<file path="config.mk">
export PLATFORM = sky130hd
export DESIGN_NAME = fetch_unit
export DESIGN_NICKNAME = d
export VERILOG_FILES = /design/src/rtl/fetch_unit.sv
export SDC_FILE = /design/constraint.sdc
export NUM_CORES = 1
export LEC_CHECK = 0
export CAP_MARGIN = 10
export CORE_ASPECT_RATIO = 1.1
export CORE_MARGIN = 5
export CORE_UTILIZATION = 49
export DETAILED_ROUTE_END_ITERATION = 10
export MAX_ROUTING_LAYER = met4
export PLACE_DENSITY = 0.95
export SLEW_MARGIN = 20
export SYNTH_ARGS = -nofsm -noshare
export SYNTH_HDL_FRONTEND = slang
export SYNTH_SLANG_ARGS = --single-unit
</file>
<file path="constraint.sdc">
create_clock -name clk -period 4.9 [get_ports clk]
set_input_delay 0.98 -clock clk [delete_from_list [all_inputs] [get_ports clk]]
set_output_delay 0.98 -clock clk [all_outputs]
set_load 0.02 [all_outputs]
</file>
<file path="src/rtl/fetch_unit.sv">
// Instruction fetch stage: owns the PC, fetches over a req/ack handshake,
// holds the word for decode and selects the next PC when it is consumed.
module fetch_unit #(
  parameter logic [31:0] RESET_PC = 32'h0000_0000
) (
  input  logic        clk,
  input  logic        rst,
  output logic        imem_req,
  output logic [31:0] imem_addr,
  input  logic        imem_ack,
  input  logic [31:0] imem_rdata,
  output logic [31:0] Instr,
  output logic        instr_valid,
  input  logic        stall,
  output logic [31:0] PC,
  output logic [31:0] PCPlus4,
  input  logic        PCsrc,
  input  logic        reg_jump,
  input  logic [31:0] ImmExt,
  input  logic [31:0] ALUResult,
  output logic        misalign_err
);

  typedef enum logic [1:0] {
    IDLE = 2'd0,
    REQ  = 2'd1,
    HOLD = 2'd2,
    HALT = 2'd3
  } state_t;

  state_t      state_q;
  logic [31:0] pc_q;
  logic [31:0] instr_q;
  logic        valid_q;
  logic        req_q;
  logic        err_q;

  logic [31:0] pc_plus4;
  logic [31:0] next_pc_d;
  logic        next_misaligned;
  logic        consume;
  logic        unused_alu_lsb;

  assign pc_plus4       = pc_q + 32'd4;
  assign consume        = (state_q == HOLD) && !stall;
  assign unused_alu_lsb = ALUResult[0];

  always_comb begin
    next_pc_d = pc_plus4;
    if (PCsrc) begin
      if (reg_jump) next_pc_d = {ALUResult[31:1], 1'b0};
      else          next_pc_d = pc_q + ImmExt;
    end
  end

  // JALR clears only bit 0, so bit 1 can still make the target misaligned.
  assign next_misaligned = (next_pc_d[1:0] != 2'b00);

  always_ff @(posedge clk or posedge rst) begin
    if (rst) begin
      state_q <= IDLE;
      pc_q    <= RESET_PC;
      instr_q <= '0;
      valid_q <= 1'b0;
      req_q   <= 1'b0;
      err_q   <= 1'b0;
    end else begin
      case (state_q)
        IDLE: begin
          req_q   <= 1'b1;
          state_q <= REQ;
        end
        REQ: begin
          if (req_q && imem_ack) begin
            instr_q <= imem_rdata;
            valid_q <= 1'b1;
            req_q   <= 1'b0;
            state_q <= HOLD;
          end
        end
        HOLD: begin
          if (consume) begin
            valid_q <= 1'b0;
            if (next_misaligned) begin
              err_q   <= 1'b1;
              state_q <= HALT;
            end else begin
              pc_q    <= next_pc_d;
              req_q   <= 1'b1;
              state_q <= REQ;
            end
          end
        end
        HALT: begin
          req_q   <= 1'b0;
          valid_q <= 1'b0;
        end
        default: state_q <= IDLE;
      endcase
    end
  end

  assign imem_req     = req_q;
  assign imem_addr    = pc_q;
  assign PC           = pc_q;
  assign PCPlus4      = pc_plus4;
  assign Instr        = instr_q;
  assign instr_valid  = valid_q;
  assign misalign_err = err_q;

endmodule

</file>
== Word level (Yosys, flattened, before mapping) ==
Cells that the tools add are included.

* Output and inout port bits: 131
* Input bits: 102
* Flip-flop bits (word level): 69
* Logic and storage cells: 41

* Reductions and logical operators: 13
* Equality and inequality tests: 6
* Mux-type cells: 13
* Bitwise gates (word level): 1
* Add/sub/neg operators: 2

{| class="wikitable"
|+ Operators by type and width
! cell !! number
|-
| $mux W32 || 2
|-
| $add A32 B3 Y32 const B || 1
|-
| $add A32 B32 Y32 || 1
|-
| $reduce_and A3 Y1 || 5
|-
| $mux W2 || 3
|-
| $ne A2 B2 Y1 const B || 3
|-
| $pmux W2 S3 || 1
|-
| $reduce_bool A3 Y1 || 2
|-
| $mux W1 || 5
|-
| $eq A2 B2 Y1 const B || 2
|-
| $pmux W1 S4 || 1
|-
| $pmux W1 S3 || 1
|-
| $eq A2 B1 Y1 const B || 1
|-
| $logic_and A1 B1 Y1 || 2
|-
| $logic_not A2 Y1 || 1
|-
| $reduce_and A2 Y1 || 1
|-
| $reduce_bool A2 Y1 || 1
|-
| $logic_not A1 Y1 || 1
|-
| $not A1 Y1 || 1
|}

== Longest topological paths before layout ==
Gate-level depths: netlist of run 1.

* Word-level depth: 7
* Gate-level depth with buffers: 10
* Gate-level depth less buffers: 10

== Worst setup path after synthesis of run 1 ==
Ideal clock, no wire load.

* Kind: input port to flip-flop
* Start: input port ImmExt[0]
* End: register pc_q[15] (netlist: PC[15])
* Stages: 8
* Arrival: 3.138 ns
* Slack: 1.635 ns
* Path through: ha_1 -> fa_1 -> o21ai_0 -> a31oi_1 -> or3b_2 -> or4b_2 -> o21ai_0 -> a21oi_1

* Word-level cells in the longest chain between the ends: 6

{| class="wikitable"
|+ Ends and longest elaborated chain
! what !! RTL line !! RTL
|-
| from (decl) || 19 || <nowiki>input logic [31:0] ImmExt,</nowiki>
|-
| $add A32 B32 Y32 (*) || 52 || <nowiki>else next_pc_d = pc_q + ImmExt;</nowiki>
|-
| $mux W32 (*) || 51 || <nowiki>if (reg_jump) next_pc_d = {ALUResult[31:1], 1'b0};</nowiki>
|-
| $mux W32 (*) || 50 || <nowiki>if (PCsrc) begin</nowiki>
|-
| $reduce_bool A2 Y1 || 57 || <nowiki>assign next_misaligned = (next_pc_d[1:0] != 2'b00);</nowiki>
|-
| $not A1 Y1 (no line) || -- ||
|-
| $reduce_and A3 Y1 (no line) || -- ||
|-
| to (signal assigned) || 88 || <nowiki>pc_q <= next_pc_d;</nowiki>
|-
| to (decl) || 32 || <nowiki>logic [31:0] pc_q;</nowiki>
|}

Every way passes the cells marked *; elsewhere a longest branch is shown, timed or not.
A chain may end at the register's enable or synchronous reset.

== Worst setup path in the final report of run 1 ==
* Start: register pc_q[2] (netlist: PC[2])
* End: output port PCPlus4[20]

* Word-level cells in the longest chain between the ends: 1

{| class="wikitable"
|+ Ends and longest elaborated chain
! what !! RTL line !! RTL
|-
| $add A32 B3 Y32 || 44 || <nowiki>assign pc_plus4 = pc_q + 32'd4;</nowiki>
|-
| to (decl) || 16 || <nowiki>output logic [31:0] PCPlus4,</nowiki>
|}

Every way passes these cells.

==> flow_metrics.env, run 1 <==
export IMPL_outcome="finished clean"
export IMPL_drtAntennaViolNets=0
export IMPL_syn_area_mm2=0.00595
export IMPL_synth_top_area_share_pct=29.0
export IMPL_path_max_fanout=8
export IMPL_cap_violations=0
export IMPL_cts_tree="done"
export IMPL_synth_edf_count=0
export IMPL_synth_common_cells="dfrtp_1, a21oi_1, nand2_1, o21ai_0, ha_1"
export IMPL_cts_setup_buffers=0
export IMPL_synthArstFlopShare_pct=100
export IMPL_drt_iter0_markers=663
export IMPL_power_density_mw_per_mm2=667
export IMPL_synth_area_per_cell_um2=8.65
export IMPL_num_vias=6230
export IMPL_fin_crit_ps=4410
export IMPL_tns_ps=0
export IMPL_grt_start_max_net_pins=38
export IMPL_antenna_found_initial=2
export IMPL_synth_cells=688
export IMPL_vias_per_cell=6.01
export IMPL_grt_ovfl_total=0
export IMPL_finalWirelength_um=21700
export IMPL_gp_congestion=0.951
export IMPL_hpwl_um=17000
export IMPL_post_route_period_util_pct=90.0
export IMPL_drc=0
export IMPL_path_clk_slew_ps=60
export IMPL_clockBufferDepth=2
export IMPL_finalHoldViolations=0
export IMPL_grt_usage_pct=29.8
export IMPL_synth_yosys_seq_area_share_pct=29.0
export IMPL_ios=233
export IMPL_slowest_delay_ps=660
export IMPL_yosysTopAreaCell="dfrtp_1"
export IMPL_fp_row_count=42
export IMPL_cts_htree_levels=3
export IMPL_fin_skew_ps=6.90
export IMPL_clock_latency_ps=340
export IMPL_synth_flop_cell="dfrtp_1"
export IMPL_grt_pass1_vias=6141
export IMPL_yosysMostFrequentCell="dfrtp_1"
export IMPL_cts_buffers_inserted=9
export IMPL_p_leak_nw=3.61
export IMPL_clock_sinks=69
export IMPL_finalSetupViolations=0
export IMPL_multi_input_area_mm2=0.00377
export IMPL_worst_setup_path_type="reg -> out"
export IMPL_ys_ff_latch=69
export IMPL_die_x_um=115
export IMPL_nets=1017
export IMPL_drv_slew=0
export IMPL_final_seq_area_mm2=0.00173
export IMPL_clock_fmax_ghz=0.227
export IMPL_finalWorstSetupSlack_ps=490
export IMPL_firstDrtPassIters=6
export IMPL_portBuffers=231
export IMPL_root_buffer="clkbuf_16"
export IMPL_slew_headroom_pct=41.3
export IMPL_hold_path_class="reg -> reg"
export IMPL_worstPathCellList="ha_1 -> nand4_1 -> nor3_2 -> and3_1 -> and2_1 -> nand3_1 -> xnor2_1 -> clkdlybuf4s50_1"
export IMPL_core_mm2=0.0120
export IMPL_wl_per_cell_um=20.9
export IMPL_start_util_pct=49.7
export IMPL_cp_required_ps=3920
export IMPL_worst_hold_slack_ps=482
export IMPL_drive_gt1_share_pct=8.97
export IMPL_synthToLayoutAreaGrowth_pct=42.3
export IMPL_synth_cell_type_count=76
export IMPL_grt_pass1_wl_um=33200
export IMPL_crit_arrival_ps=3430
export IMPL_slowest_stage="clkdlybuf4s50_1"
export IMPL_syn_nets=829
export IMPL_postCtsHoldBufs=0
export IMPL_critPathCaptureType="primary output"
export IMPL_rsz0062_at_grt="false"
export IMPL_die_h_um=126
export IMPL_start_kind="flip-flop"
export IMPL_ys_top_cells_by_area="dfrtp_1, ha_1, mux2_2, a21oi_1, buf_4"
export IMPL_vdd_drop_max_mv=0.385
export IMPL_yosysWarnings=0
export IMPL_cts_resized=0
export IMPL_dp_slack_ps=766
export IMPL_dieArea_mm2=0.0145
export IMPL_worst_pin_slew_ps=879
export IMPL_fillers=896
-- worst paths after layout --
kind	start	to	slack, ps	depth (start not counted)
max	PC[2]$_DFFE_PP0P_	PCPlus4[20]	490	8
min	misalign_err$_DFFE_PP0P_	misalign_err$_DFFE_PP0P_	480	1
max reg2reg	PC[0]$_DFFE_PP0P_	PC[23]$_DFFE_PP0P_	1630	8
min reg2reg	misalign_err$_DFFE_PP0P_	misalign_err$_DFFE_PP0P_	480	1
max in group asynchronous	rst	Instr[2]$_DFFE_PP0P_	2800	3
min in group asynchronous	rst	Instr[6]$_DFFE_PP0P_	1160	2
-- area by class of cell --
cell class | count | area share, %
clock inverters | 7 | 0.975
flip-flops and latches | 69 | 20.4
diodes | 2 | 0.0591
inverters | 21 | 0.931
clock buffers | 9 | 2.66
multi-input cells | 534 | 44.5
well taps | 154 | 2.28
repair buffers | 241 | 28.2
-- where the power goes --
part	internal [W]	switching (W)	leakage [nW]
Sequential	0.000843	0.000406	0.835
Clock	0.000401	0.000276	0.144
Combinational	0.00175	0.00197	2.64
Total	0.00299	0.00266	3.61
-- state kept, by name, summed over array words and instances (netlist names) --
| register | count |
|---|---|
| misalign_err | 1 |
| PC | 32 |
| instr_valid | 1 |
| state_q | 2 |
| imem_req | 1 |
| Instr | 32 |
-- logic make-up after synthesis --
family,Yosys count,share of synthesized area [%]
DFF,69,29.0
muxes,39,7.23
adders and majority gates,39,8.33
AOI/OAI and AO/OA,210,22.6
xor gates and xnor gates,48,7.32
buffers and inverters,85,7.63
and+or+nand+nor,198,17.9
-- through the flow --
| stage | cell area, µm² | instances | utilization [%] | power [W] |
|---|---|---|---|---|
| finish | 8470 | 1037 | 70.7 | 0.00565 |
| global route | 8470 | 1037 | 70.7 | 0.00598 |
| CTS | 8460 | 1035 | 70.6 | 0.00565 |
| detailed placement | 8160 | 1019 | 68.1 | 0.00495 |
| global placement | 8160 | 1019 | 68.1 | 0.00486 |
| floorplan | 5950 | 688 | - | 0.00350 |
-- worst max-delay path: cells and delay by family (launching register included) --
family,cells,cell delay [ps]
xor+xnor,1,270
fa+ha+maj,1,340
buf+inv,1,660
flops,1,510
simple gates,5,1320
-- per-layer routing --
metal  share of wire (%)  vias up  track usage, %
met1                  38     2913            35.8
met2                  49      378            48.9
li1                    -     2881               -
met4                 3.1        0            10.5
met3                 9.8       58            6.62
met5                   0        -               -
-- cells in the final DEF (no fill, tap or decap), types with 3 or more instances in the layout --
cell	Yosys	layout
a21oi_1	61	61
nand3_1	23	23
nor2b_1	4	4
o21bai_1	4	4
inv_1	21	20
nor4_1	4	4
xnor2_1	26	26
clkbuf_16	0	9
o31ai_1	4	4
clkdlybuf4s50_1	0	231
nand4_1	12	12
ha_1	38	38
a31oi_1	4	4
mux2i_1	7	7
a211o_1	4	4
o211ai_1	11	11
o21ai_0	49	49
o21a_1	4	4
buf_4	34	10
a22oi_1	5	5
dfrtp_1	69	69
mux2_2	32	32
nor3_1	14	14
a221oi_1	3	3
o22ai_1	8	8
nor2_1	33	33
and3_1	10	10
nand2_1	59	59
and2_1	8	8
xor2_1	20	20
a211oi_1	6	6
or3_1	8	8
a21o_1	20	20
No activity file was read; power rests on OpenSTA's default activity.
==> run 2: changes to the inputs <==
CORE_MARGIN = 2   (was 5)
MAX_ROUTING_LAYER = not set   (was met4)
PLACE_DENSITY = 0.89   (was 0.95)
==> run 2 against run 1 <==
Net effect: non-clock buffer count unchanged; hold slack worse by 8.6 ps; critical path type unchanged; total power up 0.14%; largest power group unchanged; final cell count down 0.19%; setup slack better by 33 ps; clock-buffer cell count up 1.
==> flow_metrics.env, run 2 (synthesis results as in run 1) <==
export IMPL_worst_pin_slew_ps=837
export IMPL_num_vias=6292
export IMPL_top_usage_layer="met2"
export IMPL_fin_crit_ps=4380
export IMPL_crit_path_start="PC[2]$_DFFE_PP0P_"
export IMPL_multi_input_area_mm2=0.00377
export IMPL_grt_usage_pct=31.4
export IMPL_hpwl_um=15900
export IMPL_worst_setup_path_type="reg -> out"
export IMPL_clockBufferDepth=2
export IMPL_finalSetupViolations=0
export IMPL_portBuffers=231
export IMPL_rsz0062_at_grt="false"
export IMPL_vdd_drop_max_mv=0.398
export IMPL_slew_headroom_pct=44.1
export IMPL_vias_per_cell=6.08
export IMPL_die_h_um=120
export IMPL_cap_violations=0
export IMPL_die_x_um=109
export IMPL_cts_tree="done"
export IMPL_post_route_period_util_pct=89.3
export IMPL_path_max_fanout=8
export IMPL_final_seq_area_mm2=0.00173
export IMPL_grt_pass1_vias=5953
export IMPL_worstPathCellList="ha_1 -> nand4_1 -> nor3_2 -> and3_1 -> and2_1 -> nand3_1 -> xnor2_1 -> clkdlybuf4s50_1"
export IMPL_fp_row_count=42
export IMPL_wl_per_cell_um=19.9
export IMPL_final_common_cell="clkdlybuf4s50_1"
export IMPL_start_kind="flip-flop"
export IMPL_r2r_end="PC[27]$_DFFE_PP0P_"
export IMPL_cp_required_ps=3920
export IMPL_setup_worst_path_end="PCPlus4[20]"
export IMPL_cts_htree_levels=3
export IMPL_drc=0
export IMPL_grt_pass1_wl_um=31700
export IMPL_finalHoldViolations=0
export IMPL_hold_path_class="reg -> reg"
export IMPL_core_mm2=0.0119
export IMPL_fillers=892
export IMPL_diodes=0
export IMPL_synthToLayoutAreaGrowth_pct=42.3
export IMPL_use_met3_pct=5.65
export IMPL_start_util_pct=49.9
export IMPL_p_total_w=0.00566
export IMPL_cts_setup_buffers=0
export IMPL_root_buffer="clkbuf_16"
export IMPL_grt_start_max_net_pins=37
export IMPL_gp_congestion=0.932
export IMPL_clock_latency_ps=340
export IMPL_tns_ps=0
export IMPL_nets=1017
export IMPL_power_density_mw_per_mm2=669
export IMPL_dp_slack_ps=853
export IMPL_finalWirelength_um=20600
export IMPL_slowest_delay_ps=670
export IMPL_fin_skew_ps=8.00
export IMPL_finalWorstSetupSlack_ps=523
export IMPL_critPathCaptureType="primary output"
export IMPL_dp_cells=1019
export IMPL_worstRegToRegCells=9
export IMPL_ios=233
export IMPL_stdcell_count=1035
export IMPL_path_clk_slew_ps=60
export IMPL_postCtsHoldBufs=0
export IMPL_p_leak_nw=3.62
export IMPL_clock_fmax_ghz=0.228
export IMPL_final_cell_mix="clkdlybuf4s50_1, dfrtp_1, a21oi_1"
export IMPL_fin_util_pct=71.0
export IMPL_clock_sinks=69
export IMPL_drive_gt1_share_pct=8.97
export IMPL_dieArea_mm2=0.0130
export IMPL_crit_family="simple AND/OR/NAND/NOR gates"
export IMPL_r2r_start="PC[1]$_DFFE_PP0P_"
export IMPL_path_buf_inv=1
export IMPL_crit_arrival_ps=3400
export IMPL_grtUsageMet2_pct=54.4
export IMPL_drv_slew=0
export IMPL_outcome="finished clean"
export IMPL_drt_iter0_markers=634
export IMPL_drtAntennaViolNets=0
export IMPL_cts_resized=0
export IMPL_grt_ovfl_total=0
export IMPL_antenna_found_initial=0
export IMPL_r2r_slack_ps=1640
export IMPL_firstDrtPassIters=5
export IMPL_worst_path_stages=8
export IMPL_gr_usage_met1_pct=37.7
export IMPL_cts_buffers_inserted=9
export IMPL_slowest_stage="clkdlybuf4s50_1"
run 2: cell types whose count changed in the layout (fill, tap and decap cells not counted):
cell      change
inv_8         -1
diode_2       -2
clkbuf_8      +1
run 2: through the flow:
step | hold WS [ps] | instance area (µm²)
3_5_place_dp | 463 | 8160
6_report | 473 | 8470
3_3_place_gp | 452 | 8160
5_1_grt | 497 | 8470
4_1_cts | 476 | 8470
2_1_floorplan | 591 | 5950
run 2: metal layers:
metal  share of wire, %  vias up
met5                  0        -
met4                3.7        0
met3                9.5       56
met2                 49      369
met1                 37     2972
li1                   -     2895
run 2: power by group:
group          total [W]  internal (W)  switching, W
logic            0.00371       0.00175       0.00196
registers        0.00126      0.000842      0.000421
clock network   0.000683      0.000412      0.000271
total            0.00566       0.00301       0.00265
run 2: cell type report:
class,count,area share (%)
tap,154,2.28
clock inverter,6,0.842
clock buffer,10,2.82
multi-input combinational,534,44.5
sequential,69,20.4
timing repair buffer,241,28.2
inverter,21,0.931
run 2: worst min path at each step:
stage,from,to,slack (ps),depth (start not counted)
detailed placement,misalign_err$_DFFE_PP0P_,misalign_err$_DFFE_PP0P_,460,1
floorplan,misalign_err$_DFFE_PP0P_,misalign_err$_DFFE_PP0P_,590,1
global route,misalign_err$_DFFE_PP0P_,misalign_err$_DFFE_PP0P_,500,1
finish,misalign_err$_DFFE_PP0P_,misalign_err$_DFFE_PP0P_,470,1
CTS,misalign_err$_DFFE_PP0P_,misalign_err$_DFFE_PP0P_,480,1
global placement,misalign_err$_DFFE_PP0P_,misalign_err$_DFFE_PP0P_,450,1
==> run 3: changes to the inputs <==
CORE_UTILIZATION = 41   (was 49)
PLACE_DENSITY = 0.79   (was 0.89)
clock period = 3.5 ns   (was 4.9 ns; I/O delays follow)
==> run 3 against run 2 <==
Net effect: cell area rose by 6.2%; clock power rose by 38%; utilization fell by 8.2 points; combinational power rose by 57%; clock-buffer cell count fell by 1; routed wire length fell by 0.37%; register-to-register slack got worse by 1200 ps; flip-flop and latch count did not move; via count rose by 1.1%; die area rose by 19%; non-clock buffer count rose by 59; hold slack got worse by 6.0 ps; largest cell class unchanged.
==> flow_metrics.env, run 3 (synthesis results as in run 1) <==
export IMPL_outcome="finished clean"
export IMPL_nets=1076
export IMPL_internal_power_w=0.00448
export IMPL_cts_tree="done"
export IMPL_drive_gt1_share_pct=15.2
export IMPL_seqPwrFrac_pct=18.1
export IMPL_path_clk_slew_ps=60
export IMPL_cts_resized=5
export IMPL_vdd_drop_max_mv=0.497
export IMPL_grt_ovfl_total=0
export IMPL_cap_violations=0
export IMPL_wl_per_cell_um=18.1
export IMPL_p_comb_share_pct=70.5
export IMPL_die_x_um=119
export IMPL_crit_arrival_ps=2750
export IMPL_grt_start_max_net_pins=49
export IMPL_cts_htree_levels=3
export IMPL_grt_usage_pct=26.1
export IMPL_num_vias=6362
export IMPL_hold_path_class="reg -> reg"
export IMPL_fin_crit_ps=3450
export IMPL_cts_setup_buffers=0
export IMPL_drv_slew=0
export IMPL_post_route_period_util_pct=98.6
export IMPL_grt_pass1_vias=5923
export IMPL_ios=233
export IMPL_drc=0
export IMPL_firstDrtPassIters=5
export IMPL_vias_per_cell=5.62
export IMPL_postCtsHoldBufs=0
export IMPL_finalHoldViolations=0
export IMPL_die_h_um=130
export IMPL_rsz0062_at_grt="true"
export IMPL_final_cell_mix="clkdlybuf4s50_1, dfrtp_1, buf_4"
export IMPL_drtAntennaViolNets=0
export IMPL_drt_iter0_markers=530
export IMPL_critPathCaptureType="primary output"
export IMPL_clkPwrFrac_pct=11.4
export IMPL_fillers=1225
export IMPL_worst_pin_slew_ps=702
export IMPL_dieArea_mm2=0.0155
export IMPL_start_util_pct=41.5
export IMPL_p_total_w=0.00824
export IMPL_cts_buffers_inserted=9
export IMPL_fp_row_count=46
export IMPL_synthToLayoutAreaGrowth_pct=51.1
export IMPL_antenna_found_initial=0
export IMPL_portBuffers=231
export IMPL_core_mm2=0.0143
export IMPL_dp_cells=1116
export IMPL_slew_headroom_pct=53.2
export IMPL_clock_fmax_ghz=0.290
export IMPL_power_density_mw_per_mm2=916
export IMPL_final_common_cell="clkdlybuf4s50_1"
export IMPL_hpwl_um=16400
export IMPL_diodes=0
export IMPL_gp_congestion=0.957
export IMPL_finalSetupViolations=0
export IMPL_finalWirelength_um=20500
export IMPL_fin_skew_ps=7.44
export IMPL_grt_pass1_wl_um=31800
export IMPL_switching_power_w=0.00376
export IMPL_clock_latency_ps=340
export IMPL_stdcell_count=1132
export IMPL_cp_required_ps=2800
export IMPL_worst_setup_path_type="reg -> out"
export IMPL_swShare_pct=45.6
export IMPL_start_kind="flip-flop"
export IMPL_root_buffer="clkbuf_16"
export IMPL_clock_sinks=69
export IMPL_p_leak_nw=3.95
export IMPL_clockBufferDepth=2
export IMPL_path_max_fanout=5
[run 3: cell count changes in the layout (fill, tap and decap cells not counted), sizes merged]
cell / before / now
buf: 10 / 69
clkdlybuf4s15: 0 / 1
clkinvlp: 2 / 1
inv: 22 / 24
dlymetal6s2s: 0 / 1
dlygate4sd2: 0 / 2
clkdlybuf4s50: 231 / 226
[run 3: power groups by stage]
stage / combinational [W] / sequential, W / clock [W]
final: 0.00581 / 0.00149 / 0.000941
after global routing: 0.00622 / 0.00154 / 0.000991
after CTS: 0.00579 / 0.00149 / 0.000950
after detailed placement: 0.00577 / 0.00150 / 0
after global placement: 0.00571 / 0.00148 / 0
after floorplan: 0.00284 / 0.00206 / 0
[run 3: final timing paths]
kind | from | end | slack [ps] | cells after the start
max | PC[2]$_DFFE_PP0P_ | PCPlus4[20] | 50 | 8
min | misalign_err$_DFFE_PP0P_ | misalign_err$_DFFE_PP0P_ | 470 | 1
max reg2reg | PC[2]$_DFFE_PP0P_ | PC[31]$_DFFE_PP0P_ | 480 | 11
min reg2reg | misalign_err$_DFFE_PP0P_ | misalign_err$_DFFE_PP0P_ | 470 | 1
max in group asynchronous | rst | Instr[30]$_DFFE_PP0P_ | 2070 | 3
min in group asynchronous | rst | PC[3]$_DFFE_PP0P_ | 800 | 2
[run 3: layout make-up]
type	instances	area (µm²)	share of cell area (%)
clock inverters	7	81.3	0.904
inverters	21	78.8	0.876
repair buffers	300	2850	31.7
multi-input cells	534	3790	42.2
well taps	192	240	2.67
flip-flops and latches	69	1730	19.2
clock buffers	9	225	2.50
[run 3: per-layer routing]
layer	vias to the layer above	share of wire, %	global-route usage, %
met1	2980	41	32.4
met4	0	2.7	9.66
li1	3005	-	-
met5	-	0	0
met2	335	49	45.4
met3	42	7.6	4.68
[run 3: worst max-delay path, stage by stage, from the launching register on]
cell and delay (ps):
dfrtp_1 350, ha_1 270, nand4_1 230, nor3_2 300, and3_1 230, and2_1 230, nand3_1 190, xnor2_2 280
clkdlybuf4s15_1 350
[run 3: through the flow]
stage	setup slack, ps	TNS (ps)	instance area, µm²	hold WS (ps)	utilization, %
after floorplan	515	0	5950	591	-
after global placement	-120	-296	8670	455	60.5
after detailed placement	-165	-618	8670	456	60.5
after CTS	46.3	0	8980	470	62.7
after global routing	-13.3	-13.3	8990	487	62.8
final	49.0	0	8990	467	62.8
